==> src/rtl/seg_scan_ctrl.sv <==
// Four-digit multiplexed 7-segment scan controller with per-frame snapshot and blank guard.
// Optional SEG_LEADING_ZERO_BLANK_EN suppresses leading zero digits.
module seg_scan_ctrl #(
  parameter int DIV   = 50000,
  parameter int GUARD = 16
) (
  input  logic        clk,
  input  logic        rst,
  input  logic        en,
  input  logic [15:0] data,
  input  logic [3:0]  dp,
  output logic [6:0]  HEX,
  output logic        DP,
  output logic [3:0]  AN,
  output logic        frame_start
);

  localparam int NUM_DIG = 4;
  localparam int CMAX    = (DIV > GUARD) ? DIV : GUARD;
  localparam int CW      = (CMAX > 1) ? $clog2(CMAX) : 1;

  typedef enum logic [1:0] {IDLE, BLANK, SHOW} state_t;

  state_t                    state;
  logic [1:0]                idx;
  logic [CW-1:0]             cnt;
  logic [NUM_DIG-1:0][3:0]   snap;
  logic [NUM_DIG-1:0]        snap_dp;
  logic [NUM_DIG-1:0]        sup;

  function automatic logic [6:0] seg7(input logic [3:0] n);
    case (n)
      4'h0: seg7 = 7'h40;  4'h1: seg7 = 7'h79;  4'h2: seg7 = 7'h24;  4'h3: seg7 = 7'h30;
      4'h4: seg7 = 7'h19;  4'h5: seg7 = 7'h12;  4'h6: seg7 = 7'h02;  4'h7: seg7 = 7'h78;
      4'h8: seg7 = 7'h00;  4'h9: seg7 = 7'h10;  4'hA: seg7 = 7'h08;  4'hB: seg7 = 7'h03;
      4'hC: seg7 = 7'h46;  4'hD: seg7 = 7'h21;  4'hE: seg7 = 7'h06;  default: seg7 = 7'h0E;
    endcase
  endfunction

`ifdef SEG_LEADING_ZERO_BLANK_EN
  // A digit goes dark when it and every higher nibble are zero, unless its dp is lit.
  for (genvar g = 0; g < NUM_DIG; g++) begin : g_lz
    if (g == 0) begin : g_d0
      assign sup[g] = 1'b0;
    end else begin : g_dn
      assign sup[g] = !snap_dp[g] && (snap[NUM_DIG-1:g] == '0);
    end
  end
`else
  assign sup = '0;
`endif

  always_ff @(posedge clk) begin
    if (rst) begin
      state       <= BLANK;
      idx         <= '0;
      cnt         <= '0;
      snap        <= '0;
      snap_dp     <= '0;
      HEX         <= 7'h7F;
      DP          <= 1'b1;
      AN          <= 4'b1111;
      frame_start <= 1'b0;
    end else begin
      frame_start <= 1'b0;
      HEX         <= 7'h7F;
      DP          <= 1'b1;
      AN          <= 4'b1111;
      if (!en) begin
        state <= IDLE;
        idx   <= '0;
        cnt   <= '0;
      end else begin
        case (state)
          IDLE: begin
            state <= BLANK;
            idx   <= '0;
            cnt   <= '0;
          end
          BLANK: begin
            // First guard clock of digit0 latches the whole frame to avoid tearing.
            if (idx == 2'd0 && cnt == '0) begin
              snap        <= data;
              snap_dp     <= dp;
              frame_start <= 1'b1;
            end
            if (cnt == CW'(GUARD - 1)) begin
              state <= SHOW;
              cnt   <= '0;
            end else begin
              cnt <= cnt + 1'b1;
            end
          end
          SHOW: begin
            if (!sup[idx]) begin
              AN  <= ~(4'b0001 << idx);
              HEX <= seg7(snap[idx]);
              DP  <= ~snap_dp[idx];
            end
            if (cnt == CW'(DIV - 1)) begin
              state <= BLANK;
              idx   <= idx + 1'b1;
              cnt   <= '0;
            end else begin
              cnt <= cnt + 1'b1;
            end
          end
          default: begin
            state <= IDLE;
            idx   <= '0;
            cnt   <= '0;
          end
        endcase
      end
    end
  end

endmodule
==> config.mk <==
export PLATFORM = sky130hd
export DESIGN_NAME = seg_scan_ctrl
export DESIGN_NICKNAME = d
export VERILOG_FILES = /design/src/rtl/seg_scan_ctrl.sv
export SDC_FILE = /design/constraint.sdc
export NUM_CORES = 1
export LEC_CHECK = 0
export BUFFER_PORTS_ARGS = -buffer_cell sky130_fd_sc_hd__buf_2
export CORE_MARGIN = 2
export CORE_UTILIZATION = 25
export DETAILED_ROUTE_END_ITERATION = 6
export HOLD_SLACK_MARGIN = 0.05
export SLEW_MARGIN = 40
export SYNTH_ARGS = -nofsm -noshare
export SYNTH_HDL_FRONTEND = slang
export SYNTH_SLANG_ARGS = --single-unit
==> constraint.sdc <==
create_clock -name clk -period 4.4 [get_ports clk]
set_input_delay 0.44 -clock clk [delete_from_list [all_inputs] [get_ports clk]]
set_output_delay 0.44 -clock clk [all_outputs]
set_load 0.05 [all_outputs]
==> qor.yml, run 1 <==
route:
  vias: 2100
  drt_pre_antenna_iters: 4
  post-route-drc-count: 0
  drt-total-wl_mm: 5.62
  via_per_inst: 4.76
  postRouteAntennaNets: 0
  post_drt_wl_per_cell_um: 12.7
  first_iter_violations: 134
floorplan:
  die_w_um: 107
  die_area_mm2: 0.0114
  initial_core_util_pct: 25.6
  floorplan.io_pins: 36
  dieHeight_um: 107
  num_rows: 37
  core_mm2: 0.0103
worst_setup_path:
  kind_of_start_point_of_the_critical_path: "register"
  critPathBufInv: 1
  path_delay_family: "simple AND/OR/NAND/NOR gates"
  timing.setup.critical_path_class: "reg2reg"
  path_max_fanout: 21
  timing.critical_path.slowest_cell_delay_ns: 0.56
  cp.arrival_ns: 2.51
  cpMaxStageDelayCell: "sky130_fd_sc_hd__nand4_1"
  critical_path.endpoint_type: "register"
  sequence_of_cells_on_the_critical_path: "inv_1 -> ha_1 -> and4bb_2 -> nand4_1 -> o21ai_0 -> a21oi_1"
  cp_data_required_time_ns: 4.59
timing:
  max_slew.worst_pin.slew_ns: 0.692
  fin_setup_tns_ns: 0
  finalSetupViolations: 0
  hold_viol: 0
  timing.final.max_slew_violations: 0
  rsz0062_at_grt: "false"
  timing.final.crit_share_pct: 52.7
  timing.clock.skew_ns: 0.00447
  slew_margin_rel_pct: 53.7
  fmax_mhz: 431
  period_needed_ns: 2.32
pwr:
  power.share.combinational_pct: 13.4
  p_int_uw: 661
  leakagePower_uw: 0.00102
  ir_drop_uv: 140
  power.density_mw_per_mm2: 309
  switchingPower_uw: 259
  clkPwrFrac_pct: 31.4
  power.switching_fraction_pct: 28.2
  seqPwrFrac_pct: 55.2
min_path:
  type_of_the_worst_min_delay_path: "in2reg"
cts:
  post_cts_hold_buffer_count: 0
  clkTransAtPathRegs_ns: 0.10
  cts_buffers: 5
  post_cts_resize_count: 0
  post-cts-setup-buffer-count: 0
  clkSinkCount: 53
  cts_buffer_depth: 2
  cts-root-buf: "sky130_fd_sc_hd__clkbuf_8"
  tritoncts: "done"
  worst_skew_pair.late_latency_ns: 0.31
  count_of_h_tree_levels_built_during_cts: 2
final_layout:
  ant_cells: 0
  layout.cells.most_common: "sky130_fd_sc_hd__dfxtp_1"
  fraction_of_final_layout_cells_sized_beyond_drive_strength_1_pct: 19.7
  final_net_count: 343
  multi_input_comb_area_mm2: 0.00143
  most_used_cells_in_the_layout_excluding_fill_and_tap_cells: "sky130_fd_sc_hd__dfxtp_1 (53), sky130_fd_sc_hd__buf_2 (35), sky130_fd_sc_hd__nand3_1 (29)"
  seq_area_mm2: 0.00106
  area.growth.synth_to_final_pct: 13.1
  n_fill_cell: 1118
  final_cells: 441
synthesis:
  net_count_of_the_mapped_netlist: 320
  synth_seq_area_share_pct: 40.3
  synthesis.yosys.warnings: 0
  ys_seq_elements: 53
  post-synth-top-area-cell: "sky130_fd_sc_hd__dfxtp_1"
  post_synth_instance_area_mm2: 0.00263
  synthCells: 281
  async_reset_ff_share_pct: 0
  post-synth-top-area-fraction_pct: 40.3
  synth_area_per_cell_um2: 9.36
  synth.lib_cells_used.distinct: 46
  synth-main-ff-cell: "sky130_fd_sc_hd__dfxtp_1"
  yosys-top-cells-area: "sky130_fd_sc_hd__dfxtp_1 (40%), sky130_fd_sc_hd__ha_1 (7.6%), sky130_fd_sc_hd__nand3_1 (5.5%)"
  synth-edff-count: 0
global_routing:
  met3_usage_pct: 2.80
  groute.layer.met2.usage_pct: 15.9
  groute.layer.met1.usage_pct: 14.2
  track_usage_pct: 10.4
  grt_busiest_layer: "met2"
  total_congestion_overflow: 0
  grt_antenna_before_repair: 0
  grt_start_max_net_pins: 26
  first_global_vias: 1985
  grt_first_pass_wirelength_mm: 9.53
placement:
  place.port_buffers: 35
  placed_cells: 433
  detailedPlacementHpwl_mm: 4.09
  gpl.final_weighted_congestion: 0.766
job:
  max-cap-violations: 0
status:
  outcome: "completed"
metrics by stage:
step	setup WS [ns]	total power (uW)	area, um2	hold slack, ns	utilization, %
6_report	2.08	920	2980	0.366	29.0
5_1_grt	1.83	968	2980	0.362	29.0
4_1_cts	2.06	927	2980	0.368	29.0
3_5_place_dp	2.08	643	2880	0.468	28.0
3_3_place_gp	2.25	638	2880	0.458	28.0
2_1_floorplan	2.56	613	2630	0.451	-
registers in the layout, indices dropped and copies added, names as in the netlist:
register	cells
HEX	7
state	2
DP	1
snap_dp	4
snap	16
frame_start	1
cnt	16
idx	2
AN	4
per-layer routing:
metal  up-vias  share of wire [%]
met3         5                4.6
met5         -                  0
li1       1065                  -
met2        43                 44
met4         0                1.5
met1       987                 50
tightest hold or removal path, cell delays in order:
cell                      delay [ns]
sky130_fd_sc_hd__buf_2          0.10
sky130_fd_sc_hd__nand3_1        0.05
sky130_fd_sc_hd__a21oi_1        0.05
Yosys cell counts (2+ instances only):
| cell | instances |
|---|---|
| sky130_fd_sc_hd__a211oi_1 | 3 |
| sky130_fd_sc_hd__a21oi_1 | 23 |
| sky130_fd_sc_hd__and2_1 | 2 |
| sky130_fd_sc_hd__and3_1 | 3 |
| sky130_fd_sc_hd__and4_1 | 4 |
| sky130_fd_sc_hd__buf_4 | 2 |
| sky130_fd_sc_hd__buf_6 | 2 |
| sky130_fd_sc_hd__clkbuf_1 | 14 |
| sky130_fd_sc_hd__dfxtp_1 | 53 |
| sky130_fd_sc_hd__ha_1 | 16 |
| sky130_fd_sc_hd__inv_1 | 12 |
| sky130_fd_sc_hd__mux2_4 | 2 |
| sky130_fd_sc_hd__mux2i_1 | 4 |
| sky130_fd_sc_hd__mux4_2 | 5 |
| sky130_fd_sc_hd__nand2_1 | 16 |
| sky130_fd_sc_hd__nand2b_1 | 2 |
| sky130_fd_sc_hd__nand3_1 | 29 |
| sky130_fd_sc_hd__nand4_1 | 7 |
| sky130_fd_sc_hd__nor2_1 | 4 |
| sky130_fd_sc_hd__nor3_1 | 14 |
| sky130_fd_sc_hd__nor3b_1 | 3 |
| sky130_fd_sc_hd__o211ai_1 | 3 |
| sky130_fd_sc_hd__o21ai_0 | 24 |
| sky130_fd_sc_hd__o221ai_1 | 2 |
| sky130_fd_sc_hd__or3_1 | 2 |
| sky130_fd_sc_hd__xnor2_1 | 4 |
| sky130_fd_sc_hd__xor2_1 | 7 |
final timing paths:
path                             start  cells after the start  slack, ns                    to
hold / removal                 data[7]                      3       0.37  snap[7]$_SDFFE_PP0P_
setup reg to reg   idx[0]$_SDFFE_PP0P_                      6       2.08  snap[8]$_SDFFE_PP0P_
setup / recovery   idx[0]$_SDFFE_PP0P_                      6       2.08  snap[8]$_SDFFE_PP0P_
hold reg to reg   snap[5]$_SDFFE_PP0P_                      2       0.48  snap[5]$_SDFFE_PP0P_
logic make-up (layout without fill, tap and decap cells):
| kind of cell | Yosys count | in the layout | synth area share (%) |
|---|---|---|---|
| xor+xnor | 11 | 11 | 3.66 |
| simple gates | 97 | 97 | 21.7 |
| buf+inv | 31 | 55 | 5.33 |
| mux | 11 | 11 | 6.94 |
| fa+ha+maj | 16 | 16 | 7.61 |
| compound gates | 62 | 62 | 14.5 |
| flops | 53 | 53 | 40.3 |
power groups by stage:
| stage | logic [uW] | registers (uW) | clock network [uW] |
|---|---|---|---|
| 6_report | 123 | 508 | 289 |
| 5_1_grt | 139 | 511 | 318 |
| 4_1_cts | 125 | 508 | 295 |
| 3_5_place_dp | 124 | 519 | 0 |
| 3_3_place_gp | 120 | 518 | 0 |
| 2_1_floorplan | 94.3 | 518 | 0 |
final cells by class:
type,count,share of cell area (%)
Clock buffer,5,2.31
Clock inverter,3,0.883
Inverter,12,1.51
Multi-Input combinational cell,197,48.0
Sequential cell,53,35.6
Tap cell,136,5.72
Timing Repair Buffer,35,5.88
(Power assumes the default switching activity.)
==> inputs of run 2 (changes only) <==
Clock period 4.4 ns to 2 ns, I/O delays scaled along.
==> qor.yml, run 2 (synthesis gave the netlist of run 1 again) <==
final_layout:
  ant_cells: 0
  multi_input_comb_area_mm2: 0.00143
  n_fill_cell: 1128
  seq_area_mm2: 0.00106
  most_used_cells_in_the_layout_excluding_fill_and_tap_cells: "sky130_fd_sc_hd__dfxtp_1 (52), sky130_fd_sc_hd__buf_2 (35), sky130_fd_sc_hd__nand3_1 (29)"
  final_net_count: 355
  largest_registers: "cnt x16, snap x16, HEX x7"
  layout.cells.most_common: "sky130_fd_sc_hd__dfxtp_1"
  area.growth.synth_to_final_pct: 16.5
  fraction_of_final_layout_cells_sized_beyond_drive_strength_1_pct: 23.3
cts:
  cts_buffer_depth: 2
  worst_skew_pair.late_latency_ns: 0.31
  clkTransAtPathRegs_ns: 0.10
  count_of_h_tree_levels_built_during_cts: 2
  tritoncts: "done"
  post_cts_hold_buffer_count: 0
  cts_buffers: 5
  clkSinkCount: 53
  cts-root-buf: "sky130_fd_sc_hd__clkbuf_8"
timing:
  max_slew.worst_pin.slew_ns: 0.588
  timing.clock.skew_ns: 0.00961
  rsz0062_at_grt: "false"
  fin_setup_tns_ns: 0
  timing.final.crit_share_pct: 91.9
  slew_margin_rel_pct: 60.7
  finalSetupViolations: 0
  period_needed_ns: 1.84
  timing.final.max_slew_violations: 0
  final.setup.worst_slack_ns: 0.163
  fmax_mhz: 544
  hold_viol: 0
job:
  max-cap-violations: 0
global_routing:
  grt_antenna_before_repair: 0
  groute.layer.met1.usage_pct: 14.1
  met3_usage_pct: 2.98
  track_usage_pct: 10.4
  grt_first_pass_wirelength_mm: 9.50
  grt_start_max_net_pins: 25
  groute.layer.met2.usage_pct: 15.5
  first_global_vias: 1955
  total_congestion_overflow: 0
  grt_busiest_layer: "met2"
route:
  post_drt_wl_per_cell_um: 12.8
  via_per_inst: 4.70
  post-route-drc-count: 0
  vias: 2129
  first_iter_violations: 177
  drt_pre_antenna_iters: 4
  drt-total-wl_mm: 5.80
  postRouteAntennaNets: 0
floorplan:
  dieHeight_um: 107
  die_w_um: 107
  die_area_mm2: 0.0114
  floorplan.io_pins: 36
  num_rows: 37
  initial_core_util_pct: 25.6
  core_mm2: 0.0103
worst_setup_path:
  timing.critical_path.slowest_cell_delay_ns: 0.58
  cp_data_required_time_ns: 2.19
  timing.setup.critical_path_class: "reg2reg"
  critical_path.endpoint_type: "register"
  critPathBufInv: 1
  reg2reg_depth: 5
  r2r_end: "HEX[1]$_SDFF_PP1_"
  r2r_slack_ns: 0.16
  path_max_fanout: 7
  reg2reg_from: "idx[0]$_SDFFE_PP0P_"
  cpMaxStageDelayCell: "sky130_fd_sc_hd__mux4_2"
  sequence_of_cells_on_the_critical_path: "mux4_2 -> inv_1 -> ha_1 -> o211ai_1 -> nand3_1"
  cp.arrival_ns: 2.02
  path_delay_family: "multiplexers"
  kind_of_start_point_of_the_critical_path: "register"
status:
  outcome: "completed"
min_path:
  holdPathStages: 3
  type_of_the_worst_min_delay_path: "in2reg"
  hold-path-endpoint: "snap[13]$_SDFFE_PP0P_"
  hp-start: "data[13]"
pwr:
  ir_drop_uv: 320
  total_power_consumption_uw: 2030
  power.density_mw_per_mm2: 662
  leakagePower_uw: 0.00108
placement:
  place.port_buffers: 35
  placement.setup.worst_slack_ns: -0.0305
  detailedPlacementHpwl_mm: 4.29
  gpl.final_weighted_congestion: 0.801
==> run 2: cell types whose count changed in the layout (fill, tap and decap cells not counted) <==
cell / before / now
sky130_fd_sc_hd__buf_4: 0 / 12
sky130_fd_sc_hd__and4_1: 4 / 3
sky130_fd_sc_hd__and4_2: 0 / 1
sky130_fd_sc_hd__clkinv_2: 0 / 1
sky130_fd_sc_hd__clkinvlp_4: 2 / 1
sky130_fd_sc_hd__dfxtp_1: 53 / 52
sky130_fd_sc_hd__dfxtp_4: 0 / 1
sky130_fd_sc_hd__inv_6: 0 / 1
sky130_fd_sc_hd__inv_8: 1 / 0
==> run 2: power by group <==
part,internal [uW],switching (uW),total [uW]
combinational,120,167,287
sequential,1090,23.4,1120
clock,249,376,626
total,1460,567,2030
==> run 2: final cells by class <==
class,instances,area share [%]
clock inverter,3,0.694
tap,136,5.55
sequential,53,34.7
timing repair buffer,47,8.65
multi-input combinational,197,46.7
inverter,12,1.47
clock buffer,5,2.24
==> run 2: how the worst max path moves through the flow <==
stage | cells past startpoint | to | startpoint
CTS | 5 | HEX[6]$_SDFF_PP1_ | idx[0]$_SDFFE_PP0P_
floorplan | 6 | HEX[5]$_SDFF_PP1_ | idx[0]$_SDFFE_PP0P_
global placement | 5 | HEX[6]$_SDFF_PP1_ | idx[0]$_SDFFE_PP0P_
finish | 5 | HEX[1]$_SDFF_PP1_ | idx[0]$_SDFFE_PP0P_
detailed placement | 6 | snap[15]$_SDFFE_PP0P_ | idx[0]$_SDFFE_PP0P_
global route | 5 | HEX[6]$_SDFF_PP1_ | idx[0]$_SDFFE_PP0P_
==> run 2: per-layer routing <==
| layer | vias up | routed length, um |
|---|---|---|
| li1 | 1082 | - |
| met1 | 1000 | 2810 |
| met2 | 41 | 2550 |
| met3 | 6 | 331 |
| met4 | 0 | 100 |
| met5 | - | 0 |
==> run 2: per-stage QoR <==
stage	area (um2)	std cells	utilization [%]	hold slack [ns]
final	3070	453	29.8	0.126
after global routing	3070	453	29.8	0.115
after CTS	3060	453	29.8	0.112
after detailed placement	2970	445	28.9	0.462
after global placement	2970	445	28.9	0.455
after floorplan	2630	281	-	0.348
==> run 2: tightest hold or removal path, delay by kind of cell <==
kind                   cells  cell delay [ns]
AOI/OAI and AO/OA          1             0.05
and+or+nand+nor            1             0.05
buffers and inverters      1             0.10
==> run 2: repair_timing <==
action	CTS	global route
gates resized for setup	2	1
hold endpoints to repair	0	0
buffers inserted	0	0
pin swaps	0	0
setup endpoints to repair	20	2
==> inputs of run 3 (changes only) <==
Settings changed: CORE_ASPECT_RATIO set to 1.5, GPL_ROUTABILITY_DRIVEN set to 0.
==> qor.yml, run 3 (synthesis gave the netlist of run 1 again) <==
cts:
  count_of_h_tree_levels_built_during_cts: 2
  clkTransAtPathRegs_ns: 0.07
  tritoncts: "done"
  worst_skew_pair.late_latency_ns: 0.30
  cts-root-buf: "sky130_fd_sc_hd__clkbuf_16"
  cts_buffer_depth: 2
  clkSinkCount: 53
  cts_buffers: 5
final_layout:
  layout.cells.most_common: "sky130_fd_sc_hd__dfxtp_1"
  largest_registers: "cnt x16, snap x16, HEX x7"
  fraction_of_final_layout_cells_sized_beyond_drive_strength_1_pct: 23.3
  final_net_count: 355
  ant_cells: 0
  most_used_cells_in_the_layout_excluding_fill_and_tap_cells: "sky130_fd_sc_hd__dfxtp_1 (52), sky130_fd_sc_hd__buf_2 (35), sky130_fd_sc_hd__nand3_1 (29)"
  final_cells: 458
  area.growth.synth_to_final_pct: 19.0
route:
  first_iter_violations: 97
  drt-total-wl_mm: 5.83
  post_drt_wl_per_cell_um: 12.7
  post-route-drc-count: 0
  drt_pre_antenna_iters: 4
  vias: 2158
  postRouteAntennaNets: 0
  via_per_inst: 4.71
timing:
  max_slew.worst_pin.slew_ns: 0.415
  timing.final.max_slew_violations: 0
  finalSetupViolations: 0
  slew_margin_rel_pct: 72.3
  rsz0062_at_grt: "false"
  fmax_mhz: 538
  hold_viol: 0
  period_needed_ns: 1.86
  timing.clock.skew_ns: 0.00615
  timing.final.crit_share_pct: 92.9
  worst_hold_slack_ns: 0.151
  fin_setup_tns_ns: 0
status:
  outcome: "completed"
floorplan:
  initial_core_util_pct: 25.8
  die_area_mm2: 0.0114
  core_mm2: 0.0102
  die_w_um: 87.8
  dieHeight_um: 130
  floorplan.io_pins: 36
  num_rows: 45
worst_setup_path:
  kind_of_start_point_of_the_critical_path: "register"
  timing.critical_path.slowest_cell_delay_ns: 0.44
  cp_data_required_time_ns: 2.22
  cpMaxStageDelayCell: "sky130_fd_sc_hd__a21oi_1"
  critical_path.endpoint_type: "register"
  cp.arrival_ns: 2.07
  timing.setup.critical_path_class: "reg2reg"
  path_max_fanout: 5
  sequence_of_cells_on_the_critical_path: "ha_1 -> and4_1 -> nand4_1 -> a21oi_1 -> mux2i_1"
pwr:
  power.density_mw_per_mm2: 736
  leakagePower_uw: 0.00111
  ir_drop_uv: 294
placement:
  placed_cells: 450
  place.port_buffers: 35
  detailedPlacementHpwl_mm: 4.26
global_routing:
  grt_first_pass_wirelength_mm: 9.94
  total_congestion_overflow: 0
  grt_antenna_before_repair: 0
  track_usage_pct: 11.0
  grt_start_max_net_pins: 25
  first_global_vias: 2189
min_path:
  type_of_the_worst_min_delay_path: "in2reg"
job:
  max-cap-violations: 0
==> run 3: changes by cell type in the layout (fill, tap and decap cells not counted), sizes merged <==
| cell | previous run | this run |
|---|---|---|
| clkinv | 1 | 2 |
| clkinvlp | 1 | 0 |
==> run 3: path summary, 6_finish.rpt <==
kind / start / end / slack [ns] / cells past startpoint
max reg2reg: cnt[1]$_SDFF_PP0_ / idx[0]$_SDFFE_PP0P_ / 0.14 / 5
min reg2reg: snap[11]$_SDFFE_PP0P_ / snap[11]$_SDFFE_PP0P_ / 0.48 / 2
max: cnt[1]$_SDFF_PP0_ / idx[0]$_SDFFE_PP0P_ / 0.14 / 5
min: data[5] / snap[5]$_SDFFE_PP0P_ / 0.15 / 3
==> run 3: per-layer routing <==
layer  GRT usage, %  vias up  wire length, um
met1           12.1     1030             2440
met5              0        -                0
met3           1.97        9              185
met2           19.7       33             3070
met4           6.06        0              133
li1               -     1086                -
==> run 3: metrics by stage <==
stage | setup WS (ns) | area, um2 | util [%] | power [uW]
4_1_cts | 0.0348 | 3130 | 30.7 | 2340
3_3_place_gp | 0.0809 | 2980 | 29.2 | 1430
6_report | 0.142 | 3130 | 30.7 | 2310
2_1_floorplan | 0.161 | 2630 | - | 1350
5_1_grt | 0.0173 | 3130 | 30.7 | 2400
3_5_place_dp | 0.0160 | 2980 | 29.2 | 1440
==> run 3: cell type report <==
cell class	count	area, um2
fill	1065	7060
multi-input combinational	197	1430
sequential	53	1060
timing repair buffer	47	265
tap	141	176
clock buffer	5	125
inverter	12	45.0
clock inverter	3	26.3
==> run 3: worst max-delay path: cells and delay by family (launching register included) <==
kind / cells / cell delay [ns]
compound gates: 1 / 0.44
simple gates: 2 / 0.43
flops: 1 / 0.39
fa+ha+maj: 1 / 0.27
mux: 1 / 0.24
==> run 3: power breakdown <==
| group | switching, uW | total, uW | internal (uW) | leakage [uW] |
|---|---|---|---|---|
| combinational | 174 | 297 | 123 | 0.000605 |
| sequential | 20.8 | 1120 | 1090 | 0.000431 |
| clock | 420 | 894 | 474 | 0.0000744 |
==> run 3: what timing repair did <==
action / 4_1_cts / 5_1_grt
hold buffers: 0 / 0
buffers inserted: 0 / 0
resized for setup: 1 / 1
gates cloned: 0 / 0
pin swaps: 0 / 0
setup endpoints to repair: 1 / 5
